`src/rtl/prog_loader.sv`:
```
// Program loader: streams a host byte image into the unified memory, pads the rest
// with NOP bytes, and only then releases the core.
module prog_loader #(
   parameter int         DEPTH    = 64,
   parameter int         ADDR_W   = 6,
   parameter logic [7:0] PAD_BYTE = 8'h00
) (
   input  logic              CLK,
   input  logic              RST,
   input  logic              start,
   input  logic              s_valid,
   input  logic [7:0]        s_data,
   input  logic              s_last,
   output logic              s_ready,
   output logic              mem_we,
   output logic [ADDR_W-1:0] mem_addr,
   output logic [7:0]        mem_wdata,
   output logic              core_run,
   output logic              done,
   output logic              err,
   output logic [ADDR_W:0]   byte_count,
   output logic [7:0]        checksum
);

   localparam logic [2:0] IDLE  = 3'd0;
   localparam logic [2:0] LOAD  = 3'd1;
   localparam logic [2:0] PAD   = 3'd2;
   localparam logic [2:0] FLUSH = 3'd3;
   localparam logic [2:0] RUN   = 3'd4;
   localparam logic [2:0] ERR   = 3'd5;

   localparam logic [ADDR_W-1:0] LAST_ADDR = ADDR_W'(DEPTH - 1);

   logic [2:0]        state_q, state_d;
   logic [ADDR_W-1:0] ptr_q, ptr_d;
   logic              we_q, we_d;
   logic [ADDR_W-1:0] addr_q, addr_d;
   logic [7:0]        wdata_q, wdata_d;
   logic              run_q, run_d;
   logic [ADDR_W:0]   cnt_q, cnt_d;
   logic [7:0]        sum_q, sum_d;

   always_comb begin
      state_d = state_q;
      ptr_d   = ptr_q;
      we_d    = 1'b0;
      addr_d  = addr_q;
      wdata_d = wdata_q;
      cnt_d   = cnt_q;
      sum_d   = sum_q;
      case (state_q)
         IDLE, RUN, ERR: begin
            if (start) begin
               state_d = LOAD;
               ptr_d   = '0;
               cnt_d   = '0;
               sum_d   = '0;
            end
         end
         LOAD: begin
            if (s_valid) begin
               we_d    = 1'b1;
               addr_d  = ptr_q;
               wdata_d = s_data;
               ptr_d   = ptr_q + ADDR_W'(1);
               cnt_d   = cnt_q + (ADDR_W + 1)'(1);
               sum_d   = sum_q + s_data;
               if (s_last) begin
                  state_d = (ptr_q == LAST_ADDR) ? FLUSH : PAD;
               end else if (ptr_q == LAST_ADDR) begin
                  state_d = ERR;
               end
            end
         end
         PAD: begin
            we_d    = 1'b1;
            addr_d  = ptr_q;
            wdata_d = PAD_BYTE;
            ptr_d   = ptr_q + ADDR_W'(1);
            if (ptr_q == LAST_ADDR) begin
               state_d = FLUSH;
            end
         end
         FLUSH: state_d = RUN;
         default: state_d = IDLE;
      endcase
      // Core release lags RUN entry by one edge but drops on the restart edge itself.
      run_d = (state_q == RUN) && !start;
   end

   always_ff @(posedge CLK or negedge RST) begin
      if (!RST) begin
         state_q <= IDLE;
         ptr_q   <= '0;
         we_q    <= 1'b0;
         addr_q  <= '0;
         wdata_q <= '0;
         run_q   <= 1'b0;
         cnt_q   <= '0;
         sum_q   <= '0;
      end else begin
         state_q <= state_d;
         ptr_q   <= ptr_d;
         we_q    <= we_d;
         addr_q  <= addr_d;
         wdata_q <= wdata_d;
         run_q   <= run_d;
         cnt_q   <= cnt_d;
         sum_q   <= sum_d;
      end
   end

   assign s_ready    = (state_q == LOAD);
   assign err        = (state_q == ERR);
   assign mem_we     = we_q;
   assign mem_addr   = addr_q;
   assign mem_wdata  = wdata_q;
   assign core_run   = run_q;
   assign done       = run_q;
   assign byte_count = cnt_q;
   assign checksum   = sum_q;

endmodule

```
`config.mk`:
```
export PLATFORM = sky130hd
export DESIGN_NAME = prog_loader
export DESIGN_NICKNAME = d
export VERILOG_FILES = /design/src/rtl/prog_loader.sv
export SDC_FILE = /design/constraint.sdc
export NUM_CORES = 1
export LEC_CHECK = 0
export CORE_MARGIN = 4
export CORE_UTILIZATION = 41
export DETAILED_ROUTE_END_ITERATION = 6
export PLACE_DENSITY = 0.67
export SLEW_MARGIN = 0
export SYNTH_ARGS = -nofsm -noshare
export SYNTH_HDL_FRONTEND = slang
export SYNTH_SLANG_ARGS = --single-unit
```
`constraint.sdc`:
```
create_clock -name CLK -period 5.7 [get_ports CLK]
set_input_delay 1.71 -clock CLK [delete_from_list [all_inputs] [get_ports CLK]]
set_output_delay 1.71 -clock CLK [all_outputs]
set_load 0.05 [all_outputs]
```
==> out/results.txt <==
CP startpoint kind -> flop
Post-synth top area cell -> dfrtp_1
Longest Clk Path Bufs -> 2
Overall power -> 1.547 mW
Syn nets -> 258
Fmax achieved -> 267.9 MHz
Crit end category -> primary output
Placer Congestion -> 0.7979
Post-synthesis cell count -> 235
Top cell type's share of synthesized area -> 47.17%
Total gr overflow -> 0
Warnings from Yosys -> 0
Vias in the first global route -> 1,673
Critical Path RT -> 3.99 ns
Post-synth ARST share -> 100.0%
Num CTS Buffers -> 5
Clock sink count -> 40
Final max-slew violation count -> 0
Die W -> 79.94 µm
Post-CTS Resized -> 0
Post-CTS Setup Bufs -> 0
EDFF count, synth -> 0
Syn-to-layout area delta -> 26.95%
Initial antenna violation count -> 0
Leak -> 1.224 nW
Final setup viols -> 0
DR WL/cell -> 13.46 µm
Final Cycle Share -> 65.48%
Reg2reg path depth -> 7
Synth top area cells -> dfrtp_1, nand2_1, ha_1, a21oi_1, o21ai_0
Most common library cells after synthesis -> nand2_1, dfrtp_1, a21oi_1, o21ai_0, nor2_1
Skew-Pair Late Insertion Delay -> 0.29 ns
Crit path max fanout -> 9
Post-layout min period -> 3.732 ns
Final hold violations -> 0
Gr usage total -> 16.11%
Router iterations before antenna repair -> 4
Sequential element share of the synthesized area -> 47.17%
I/O pin total -> 47
Max cap viols -> 0
Clock transition at the registers of the reported paths -> 0.08 ns
Max_slew headroom -> 41.34%
Die ar. -> 6390 µm²
Number of H-tree levels -> 2
Top_reg_cell synth -> dfrtp_1
Die Ht -> 79.94 µm
WHS Path Cells -> 2
Routed wire length -> 4669 µm
Setup TNS -> 0 ns
Min-delay worst type -> flop to flop
RSZ-0062 raised after global routing -> false
Worst Skew -> 0.004080 ns
Remaining antenna violation count -> 0
Largest net degree at the start of global routing -> 41
Row cnt -> 25
Synth cell types -> 42
Top-count cell post-synth -> nand2_1
Core ar. -> 4880 µm²
# diodes -> 0
Avg Cell Area, Syn -> 9.030 µm²
Detailed Place HPWL -> 3303 µm
Vias -> 1,780
Pwr per Cell Area -> 574.4 nW/µm²
IO buf count -> 46
First DRT Iteration DRCs -> 85
CTS root buf -> clkbuf_8
Slew @ Worst Pin -> 0.8800 ns
Netlist Area Pre-Place -> 2122 µm²
Initial Utilization -> 43.49%
Vias per cell -> 5.130
Worst vdd ir -> 0.2822 mV
Pre-CTS setup slack -> 1.899 ns
WP data arrival -> 2.02 ns
Status -> completed
Critical path class -> flop to primary output
Final Util -> 55.21%
Register bit count reported by yosys -> 40
Min setup slack post-route -> 1.968 ns
Share of cells above drive strength 1 -> 6.429%
Final hold slack -> 0.4763 ns
Remaining DRCs -> 0
Cts-stage hold buffer count -> 0
First-pass GRT wire length -> 8100 µm
CTS tree -> yes
Fin nets -> 302
cells by family (layout without fill, tap and decap cells):
| kind of cell | after synthesis | count (layout) | share of synthesized area [%] |
|---|---|---|---|
| xor gates and xnor gates | 4 | 4 | 1.651 |
| adders and majority gates | 10 | 10 | 6.250 |
| and+or+nand+nor | 106 | 106 | 23.88 |
| muxes | 2 | 2 | 1.002 |
| AOI/OAI and AO/OA | 60 | 60 | 16.27 |
| DFF | 40 | 40 | 47.17 |
| buffers and inverters | 13 | 58 | 3.773 |
registers in the layout, summed over array words and instances, names as in the netlist:
register / count
mem_wdata: 8
mem_addr: 6
mem_we: 1
byte_count: 7
core_run: 1
state_q: 3
checksum: 8
ptr_q: 6
through the flow:
stage | area, µm² | cells
finish | 2694 | 347
CTS | 2694 | 347
detailed placement | 2601 | 339
global placement | 2601 | 339
global route | 2694 | 347
floorplan | 2122 | 235
per-layer routing:
layer | up-vias | track usage [%] | share of wire [%] | wire length, µm
met4 | 0 | 4.561 | 0.96 | 45
met3 | 5 | 3.725 | 4.4 | 207
met1 | 830 | 22.48 | 47 | 2216
li1 | 902 | - | - | -
met5 | - | 0 | 0 | 0
met2 | 43 | 24.92 | 47 | 2199
layout by cell type (no fill, tap or decap), drive strengths merged, types with 2 or more instances in the layout:
cell type	n
dfrtp	40
a31oi	4
nor3b	2
nor2	15
nand3	5
a21o	4
clkbuf	6
clkinv	2
or3	2
clkdlybuf4s50	45
ha	9
nor3	2
a21oi	22
nand2	61
nand2b	5
o21ai	21
xnor2	4
inv	4
and2	3
and3	5
nand4	2
a22o	4
final timing paths:
| path | start | endpoint | slack, ns |
|---|---|---|---|
| worst max-delay path | state_q[0] | s_ready | 1.97 |
| worst min-delay path | mem_addr[5] | mem_addr[5] | 0.48 |
| worst max register to register | checksum[0] | checksum[6] | 3.69 |
| worst min register to register | mem_addr[5] | mem_addr[5] | 0.48 |
| max in group asynchronous | RST | mem_addr[0] | 3.61 |
| min in group asynchronous | RST | byte_count[6] | 1.53 |
worst max-delay path, cell delays in order, from the launching register on:
cell             delay [ns]
dfrtp_1                0.49
nor2b_4                0.24
nand2b_4               0.11
inv_4                  0.09
clkdlybuf4s50_1        0.80
power breakdown:
group / leakage (nW) / total (mW) / internal (mW) / switching, mW
clock: 0.0510 / 0.197 / 0.0967 / 0.100
combinational: 0.647 / 0.888 / 0.315 / 0.573
sequential: 0.526 / 0.463 / 0.374 / 0.0882
final cells by class:
type                       count  area [µm²]
tap                           67       83.83
multi-input combinational    182        1041
clock buffer                   6       82.58
clock inverter                 2       10.01
sequential                    40        1001
timing repair buffer          46       455.4
inverter                       4       20.02
fill                         485        2186
(Power assumes the default switching activity.)
